**config.mk**
```make
export PLATFORM = sky130hd
export DESIGN_NAME = hazard_stall_ctrl
export DESIGN_NICKNAME = d
export VERILOG_FILES = /design/src/rtl/hazard_stall_ctrl.sv
export SDC_FILE = /design/constraint.sdc
export NUM_CORES = 1
export LEC_CHECK = 0
export CAP_MARGIN = 30
export CORE_ASPECT_RATIO = 1.2
export CORE_MARGIN = 2
export CORE_UTILIZATION = 45
export CTS_BUF_LIST = sky130_fd_sc_hd__clkbuf_16
export DETAILED_ROUTE_END_ITERATION = 10
export PLACE_DENSITY = 0.89
export SYNTH_ARGS = -nofsm -noshare
export SYNTH_HDL_FRONTEND = slang
export SYNTH_SLANG_ARGS = --single-unit
```
**constraint.sdc**
```tcl
create_clock -name clock -period 3.3 [get_ports clock]
set_clock_uncertainty 0.15 [all_clocks]
set_input_delay 0.66 -clock clock [delete_from_list [all_inputs] [get_ports clock]]
set_output_delay 0.66 -clock clock [all_outputs]
set_load 0.1 [all_outputs]
```
**src/rtl/hazard_stall_ctrl.sv**
```systemverilog
// Load-use and multdiv hazard stall controller for the F/D -> D/X -> X/M pipeline.
// Drives PC/latch hold and bubble controls and keeps a saturating stall-cycle count.
module hazard_stall_ctrl #(
  parameter int LOAD_LAT   = 1,
  parameter int MD_TIMEOUT = 64,
  parameter int CNT_W      = 32
) (
  input  logic             clock,
  input  logic             reset,
  input  logic [31:0]      fd_insn,
  input  logic [31:0]      dx_insn,
  input  logic             dx_valid,
  input  logic             md_ready,
  input  logic             flush,
  input  logic             clr_stats,
  output logic             stall_pc,
  output logic             stall_fd,
  output logic             bubble_dx,
  output logic             hold_dx,
  output logic             bubble_xm,
  output logic             md_start,
  output logic             md_timeout,
  output logic [CNT_W-1:0] stall_cycles
);

  typedef enum logic [1:0] {IDLE, LOAD_STALL, MD_BUSY} state_e;

  localparam logic [7:0] LD_INIT = 8'(LOAD_LAT - 1);
  localparam logic [7:0] MD_INIT = 8'(MD_TIMEOUT - 1);

  state_e            state_q, state_d;
  logic [7:0]        cnt_q, cnt_d;
  logic [CNT_W-1:0]  cycles_q;

  logic [4:0] fd_op, fd_rd, fd_rs, fd_rt, dx_op, dx_rd, dx_alu;
  logic [4:0] src_a, src_b;
  logic       use_a, use_b, load_hit, md_hit;
  logic       pc_c, fd_c, bdx_c, hdx_c, bxm_c, start_c, tmo_c;
  logic       unused_bits;

  assign fd_op  = fd_insn[31:27];
  assign fd_rd  = fd_insn[26:22];
  assign fd_rs  = fd_insn[21:17];
  assign fd_rt  = fd_insn[16:12];
  assign dx_op  = dx_insn[31:27];
  assign dx_rd  = dx_insn[26:22];
  assign dx_alu = dx_insn[6:2];
  assign unused_bits = ^{fd_insn[11:0], dx_insn[21:7], dx_insn[1:0]};

  // Source-register usage of the F/D instruction, by opcode class.
  always_comb begin
    use_a = 1'b0;
    use_b = 1'b0;
    src_a = fd_rs;
    src_b = fd_rt;
    case (fd_op)
      5'b00000:                   begin use_a = 1'b1; use_b = 1'b1; end
      5'b00101, 5'b01000:         begin use_a = 1'b1; end
      5'b00111, 5'b00010, 5'b00110: begin
        use_a = 1'b1; use_b = 1'b1; src_a = fd_rd; src_b = fd_rs;
      end
      5'b00100:                   begin use_a = 1'b1; src_a = fd_rd; end
      default: ;
    endcase
  end

  assign load_hit = dx_valid && (dx_op == 5'b01000) && (dx_rd != 5'd0) &&
                    ((use_a && (dx_rd == src_a)) || (use_b && (dx_rd == src_b)));
  assign md_hit   = dx_valid && (dx_op == 5'b00000) &&
                    ((dx_alu == 5'b00110) || (dx_alu == 5'b00111));

  always_comb begin
    state_d = state_q;
    cnt_d   = cnt_q;
    pc_c    = 1'b0;
    fd_c    = 1'b0;
    bdx_c   = 1'b0;
    hdx_c   = 1'b0;
    bxm_c   = 1'b0;
    start_c = 1'b0;
    tmo_c   = 1'b0;
    case (state_q)
      IDLE: begin
        if (!flush) begin
          if (md_hit) begin
            start_c = 1'b1; pc_c = 1'b1; fd_c = 1'b1; hdx_c = 1'b1; bxm_c = 1'b1;
            cnt_d   = MD_INIT;
            state_d = MD_BUSY;
          end else if (load_hit) begin
            pc_c = 1'b1; fd_c = 1'b1; bdx_c = 1'b1;
            if (LOAD_LAT > 1) begin
              cnt_d   = LD_INIT;
              state_d = LOAD_STALL;
            end
          end
        end
      end
      LOAD_STALL: begin
        if (flush) begin
          cnt_d   = 8'd0;
          state_d = IDLE;
        end else begin
          pc_c  = 1'b1; fd_c = 1'b1; bdx_c = 1'b1;
          cnt_d = cnt_q - 8'd1;
          if (cnt_q == 8'd1) state_d = IDLE;
        end
      end
      MD_BUSY: begin
        // flush is deliberately ignored: the multdiv op owns the D/X slot.
        if (md_ready) begin
          cnt_d   = 8'd0;
          state_d = IDLE;
        end else if (cnt_q == 8'd0) begin
          tmo_c   = 1'b1;
          state_d = IDLE;
        end else begin
          pc_c  = 1'b1; fd_c = 1'b1; hdx_c = 1'b1; bxm_c = 1'b1;
          cnt_d = cnt_q - 8'd1;
        end
      end
      default: begin
        cnt_d   = 8'd0;
        state_d = IDLE;
      end
    endcase
  end

  always_ff @(posedge clock or negedge reset) begin
    if (!reset) begin
      state_q <= IDLE;
      cnt_q   <= 8'd0;
    end else begin
      state_q <= state_d;
      cnt_q   <= cnt_d;
    end
  end

  always_ff @(posedge clock or negedge reset) begin
    if (!reset)                           cycles_q <= '0;
    else if (clr_stats)                   cycles_q <= '0;
    else if (pc_c && (cycles_q != '1))    cycles_q <= cycles_q + 1'b1;
  end

  // Gate with reset so a live hazard on the inputs cannot leak out during reset.
  assign stall_pc     = reset & pc_c;
  assign stall_fd     = reset & fd_c;
  assign bubble_dx    = reset & bdx_c;
  assign hold_dx      = reset & hdx_c;
  assign bubble_xm    = reset & bxm_c;
  assign md_start     = reset & start_c;
  assign md_timeout   = reset & tmo_c;
  assign stall_cycles = cycles_q;

endmodule
```
=== Word-level counts from Yosys, hierarchy flattened ===
Index checks and enable logic that the tools add are counted.

* Reductions and logical operators: 22
* $add $sub $neg: 2
* Eq/ne operators: 20
* Multiplexer cells: 36
* Bitwise gates (word level): 5

{| class="wikitable"
|+ Operators by type and width
! operator !! count
|-
| $mux 32 || 2
|-
| $mux 8 || 5
|-
| $add 32x1->32 const B || 1
|-
| $ne 32x32->1 const B || 1
|-
| $eq 5x3->1 const B || 6
|-
| $pmux 8 s3 || 1
|-
| $mux 1 || 16
|-
| $mux 2 || 6
|-
| $eq 5x4->1 const B || 2
|-
| $eq 5x5->1 || 2
|-
| $logic_not 5->1 || 2
|-
| $mux 5 || 2
|-
| $ne 3x3->1 const B || 3
|-
| $eq 8x1->1 const B || 1
|-
| $logic_and 1x1->1 || 8
|-
| $logic_not 8->1 || 1
|-
| $reduce_or 4->1 || 2
|-
| $sub 8x1->8 const B || 1
|-
| $reduce_or 7->1 || 1
|-
| $pmux 2 s3 || 1
|-
| $and 1x1->1 || 5
|-
| $eq 5x2->1 const B || 1
|-
| $reduce_bool 5->1 || 1
|-
| $ne 2x2->1 const B || 2
|-
| other kinds (10) || 12
|}

* Word-level logic and storage cells: 88
* Flip-flop bits (word level): 42
* Output and inout bits: 39

=== Depth between registers and ports, before layout ===
* Depth after elaboration: 14
* Mapped depth: 11

=== Worst setup path after synthesis ===
OpenSTA, ideal clock, no wires.

* Path type: input-to-output
* Start: input fd_insn[28]
* End: output bubble_dx
* Cell stages on the path: 7
* Data required time: 2490 ps
* Slack: -1462 ps
* Arrival time: 3952 ps
* Cell sequence: buf_2 > nand3_4 > mux2i_1 > a2111o_1 > a2111oi_4 > a31oi_1 > nor3_1

* Word-level cells in the longest chain between the ends: 12
* Elaborated cells between the ends (all ways): 26
* Classes of those cells: eq/ne: 8; mux: 8; bitwise: 1; reduce/logical: 9

{| class="wikitable"
|+ Ends and longest elaborated chain
! item !! RTL line !! text
|-
| start, declared || 10 || <nowiki>input logic [31:0] fd_insn,</nowiki>
|-
| $eq 5x3->1 or $eq 5x2->1 (tied branches) || 56 || <nowiki>case (fd_op)</nowiki>
|-
| $reduce_or 4->1 (no line) or $reduce_or 3->1 (tied branches) || - ||
|-
| $mux 5 || 56 ||
|-
| $eq 5x5->1 || 68 || <nowiki>((use_a && (dx_rd == src_a)) || (use_b && (dx_rd == src_b)));</nowiki>
|-
| $logic_and 1x1->1 || 68 ||
|-
| $logic_or 1x1->1 (*) || 68 ||
|-
| $logic_and 1x1->1 (*) || 67 || <nowiki>assign load_hit = dx_valid && (dx_op == 5'b01000) && (dx_rd != 5'd0) &&</nowiki>
|-
| $mux 1 (*) || 89 || <nowiki>end else if (load_hit) begin</nowiki>
|-
| $mux 1 (*) || 85 || <nowiki>if (md_hit) begin</nowiki>
|-
| $mux 1 (*) || 84 || <nowiki>if (!flush) begin</nowiki>
|-
| $pmux 1 s2 (*) || 82 || <nowiki>case (state_q)</nowiki>
|-
| $and 1x1->1 (*) || 147 || <nowiki>assign bubble_dx = reset & bdx_c;</nowiki>
|-
| end, declared || 18 || <nowiki>output logic bubble_dx,</nowiki>
|}

Every way passes the cells marked *; elsewhere a longest branch is shown, timed or not.

=== Worst setup path in the final report ===
* Start: input fd_insn[31]
* End: output stall_pc

* Word-level cells in the longest chain between the ends: 12
* Elaborated cells between the ends (all ways): 26
* Classes of those cells: eq/ne: 8; mux: 8; bitwise: 1; reduce/logical: 9

{| class="wikitable"
|+ Ends and longest elaborated chain
! item !! RTL line !! text
|-
| $eq 5x3->1 or $eq 5x2->1 (tied branches) || 56 ||
|-
| $reduce_or 4->1 (no line) or $reduce_or 3->1 (tied branches) || - ||
|-
| $mux 5 || 56 ||
|-
| $eq 5x5->1 || 68 ||
|-
| $logic_and 1x1->1 || 68 ||
|-
| $logic_or 1x1->1 (*) || 68 ||
|-
| $logic_and 1x1->1 (*) || 67 ||
|-
| $mux 1 (*) || 89 ||
|-
| $mux 1 (*) || 85 ||
|-
| $mux 1 (*) || 84 ||
|-
| $pmux 1 s3 (*) || 82 ||
|-
| $and 1x1->1 (*) || 145 || <nowiki>assign stall_pc = reset & pc_c;</nowiki>
|-
| end, declared || 16 || <nowiki>output logic stall_pc,</nowiki>
|}

Marked as above.

==> metrics.md <==
| Metric | Value |
|---|---|
| Count of mapped cells out of synthesis | 334 |
| Minimum clock period | around 3.4 ns |
| Final setup violation count | 3 |
| Type of the worst setup path | input port to primary output |
| RSZ-0062 raised after global routing | true |
| Flop-to-flop setup slack | 0.48 ns |
| Layout net count | 528 |
| Area of the die | 6951 um2 |
| Leading cell types in the layout, fill and taps excluded | 82 x sky130_fd_sc_hd__buf_4, 41 x sky130_fd_sc_hd__dfrtp_1, 37 x sky130_fd_sc_hd__a21oi_1 |
| Top-level I/O count | 109 |
| Share of Yosys cell area claimed by the top area cell type | 36.20% |
| Number of input and output port buffers inserted | slightly below 80 |
| Delay of the slowest cell on the worst path | 0.45 ns |
| Vias after detailed routing | ~3,200 |
| Total of max-cap violations | 0 |
| Number of antenna violations at the first check in global routing | 0 |
| Detailed-route DRC error count | 0 |
| Routed via count divided by cell count | 5.864 |
| Type of element launching the critical path | input port |
| Tot GR Track Use | around 26% |
| Status | finished, violations left |
| Die height | 90.93 um |
| Top cell type by total area after synthesis | sky130_fd_sc_hd__dfrtp_1 |
| Violated checks | setup timing |
| Starting density of the core | 46.84% |
| Standard-cell rows | 31 |
| Post-Syn Area per Cell | 8.485 um2 |
| Clock latency reported for the late side of the worst-skew pair | roughly 0.29 ns |
| DR WL/cell | 16.49 um |
| Detailed-placement wirelength estimate | 6058 um |
| Largest voltage drop on the vdd net | 0.3786 mV |
| Critical-path maximum fanout | 4 |
| Storage element area | 1026 um2 |
| Period Utilization, post-route | 102.7% |
| First-pass GRT wire length | 14,550 um |
| Synth Flop Type | sky130_fd_sc_hd__dfrtp_1 |
| Standard cell core area | about 6000 um2 |
| Diodes inserted | 0 |
| LEAKAGE | 1.900 nW |
| Proportion of register bits with asynchronous set or reset after synthesis | 100.0% |
| Worst Hold Class | input port to async pin |
| Clock-pin slew reported for the worst setup and hold paths after clock tree synthesis | 0.06 ns |
| Worst slew slack as a fraction of its limit | 59.86% |
| Largest net degree at the start of global routing | 25 |
| Final worst setup slack | -0.08753 ns |
| Required time worst endpoint | roughly 2.5 ns |
| DR iter-0 viols | 95 |
| Highest achievable clock rate | about 300 MHz |
| EDFF count, synth | 0 |
| Post-cts hold buffer count | 0 |
| Most frequent standard cell in the layout excluding fill and tap cells | sky130_fd_sc_hd__buf_4 |
| CTS tree | yes |
| Final antenna-violating net count | 0 |
| Setup WS pre-CTS | -0.5299 ns |
| Final-report max-slew violation count | 0 |
| Transition time of the tightest slew-check pin | around 0.6 ns |
| Number of buffers inserted during clock tree synthesis | 5 |
| Area of combinational cells with multiple inputs | 1808 um2 |
| CTS H-Tree Depth | 2 |
| Cell breakdown of the critical path | buf_8 -> nor2_4 -> nand3_4 -> mux2i_1 -> a2111o_1 -> a2111oi_4 -> buf_4 -> o211a_4 -> buf_12 |
| Gpl congestion | about 0.91 |
| Number of sinks on the clock net | 41 |
| Yosys cell types | 56 |
| Final design utilization | between 70% and 80% |
| First-pass iteration count of the detailed router | 4 |
| Sum Neg Setup Slack | -0.2087 ns |
| Vias in the first global route | 3,117 |
| Minimum hold slack | 0.1915 ns |
| Sequential-to-total area share from yosys stat | a little over a third |
| Number of inserted filler cells in the final layout | 480 |
| Number of hold violations in the final report | 0 |
| Share of final-layout standard cells stronger than drive strength 1 | between 20% and 30% |
| Bufs on Longest Clock Path | 2 |
| Gr ovfl total | 0 |
| Arrival time reported for the critical path endpoint | roughly 2.6 ns |
| Crit end category | primary output |
| Flip-flop and latch count after synthesis | 41 |
| Standard cell with the maximum stage delay on the critical path | sky130_fd_sc_hd__a2111o_1 |
| Detailed Route WL | 8871 um |
| Total power per unit cell area | 290.6 nW/um2 |
| Master cell of the clock root buffer | sky130_fd_sc_hd__clkbuf_16 |
| Number of nets in the synthesized netlist | 407 |
| Synthesis-to-finish area growth | 51.17% |
| Die span in x | ~76 um |
| Most area-consuming cells after synthesis | sky130_fd_sc_hd__dfrtp_1 36%, sky130_fd_sc_hd__a21oi_1 6.7%, sky130_fd_sc_hd__o21ai_0 3.5%, sky130_fd_sc_hd__or3_1 3.5%, sky130_fd_sc_hd__o31ai_1 3.4% |
| Number of warning messages in the yosys log | 0 |
| Syn Std Cell Area | about 2800 um2 |
-- report_power, final --
| part | total [W] | internal (W) | leakage, nW | switching (W) |
|---|---|---|---|---|
| logic | 0.000187 | 0.0000963 | 1.26 | 0.0000908 |
| registers | 0.000513 | 0.000508 | 0.562 | 0.00000563 |
| clock network | 0.000544 | 0.000351 | 0.0826 | 0.000193 |
-- critical path: cells and delay by family --
kind	cells	cell delay (ns)
compound gates	3	1.04
buf+inv	3	0.46
simple gates	2	0.27
mux	1	0.13
-- flip-flops by register name (all words and copies together), names as in the netlist --
name          cells
cnt_q             8
state_q           1
stall_cycles     32
-- cell type report --
type,instances,share of cell area (%)
Inverter,11,0.9638
Timing Repair Buffer,130,26.69
Tap cell,82,2.395
Clock buffer,5,2.921
Sequential cell,41,23.95
Clock inverter,3,0.8762
Multi-Input combinational cell,266,42.20
-- what timing repair did --
action,in CTS,in global routing
pin swaps,13,11
cloned,1,1
setup endpoints to repair,35,21
buffers inserted,9,0
gates resized for setup,55,10
-- worst paths after layout --
| check | from | endpoint | cells after the start |
|---|---|---|---|
| max in group asynchronous | reset | cnt_q[2] | 2 |
| worst max register to register | stall_cycles[3] | stall_cycles[13] | 8 |
| worst min-delay path | reset | stall_cycles[23] | 1 |
| min in group clock | cnt_q[7] | cnt_q[7] | 1 |
| worst max-delay path | fd_insn[31] | stall_pc | 9 |
| worst min register to register | cnt_q[7] | cnt_q[7] | 1 |
-- per-stage QoR --
step / area, um2 / total power [W] / cells
after floorplan: 2875 / 0.0005897 / 334
after global placement: 3995 / 0.0006951 / 519
after detailed placement: 3995 / 0.0006999 / 519
after CTS: 4257 / 0.001245 / 537
after global routing: 4284 / 0.001287 / 538
final: 4284 / 0.001245 / 538
-- Yosys cell counts (2+ instances only) --
cell type	count
sky130_fd_sc_hd__a21oi_1	38
sky130_fd_sc_hd__or3_1	16
sky130_fd_sc_hd__o31a_1	2
sky130_fd_sc_hd__o21ai_0	20
sky130_fd_sc_hd__nor2b_1	12
sky130_fd_sc_hd__o31ai_1	13
sky130_fd_sc_hd__a31oi_1	3
sky130_fd_sc_hd__mux2_2	3
sky130_fd_sc_hd__ha_1	3
sky130_fd_sc_hd__nor4_1	4
sky130_fd_sc_hd__buf_2	2
sky130_fd_sc_hd__nor4b_1	2
sky130_fd_sc_hd__o211a_1	2
sky130_fd_sc_hd__and3_1	8
sky130_fd_sc_hd__dfrtp_1	41
sky130_fd_sc_hd__clkbuf_1	13
sky130_fd_sc_hd__nand4_1	8
sky130_fd_sc_hd__and4_1	5
sky130_fd_sc_hd__buf_4	2
sky130_fd_sc_hd__mux2i_1	4
sky130_fd_sc_hd__xor2_1	6
sky130_fd_sc_hd__o22a_1	5
sky130_fd_sc_hd__nand2_1	19
sky130_fd_sc_hd__inv_1	11
sky130_fd_sc_hd__nor3_1	8
sky130_fd_sc_hd__nand3_1	13
sky130_fd_sc_hd__nand2b_1	3
sky130_fd_sc_hd__nand3b_1	3
sky130_fd_sc_hd__nor2_1	22
sky130_fd_sc_hd__or4_1	13
sky130_fd_sc_hd__and2_1	5
-- kinds of logic (layout without fill, tap and decap cells) --
| group | count (synthesis) | in the layout | share of synthesized area [%] |
|---|---|---|---|
| fa+ha+maj | 3 | 3 | 1.325 |
| compound gates | 99 | 101 | 22.83 |
| simple gates | 148 | 148 | 30.42 |
| buf+inv | 29 | 149 | 4.459 |
| xor+xnor | 7 | 7 | 2.163 |
| flops | 41 | 41 | 36.20 |
| mux | 7 | 7 | 2.605 |
-- metal layers --
| layer | share of wire (%) | routed length, um | vias to the layer above | global-route usage (%) |
|---|---|---|---|---|
| li1 | - | - | 1511 | - |
| met1 | 40 | 3508 | 1500 | 29.97 |
| met2 | 52 | 4631 | 132 | 46.61 |
| met3 | 6.7 | 590 | 12 | 4.871 |
| met4 | 1.6 | 141 | 0 | 8.485 |
| met5 | 0 | 0 | - | 0 |
Note: power is estimated with default switching activity, not from simulation.
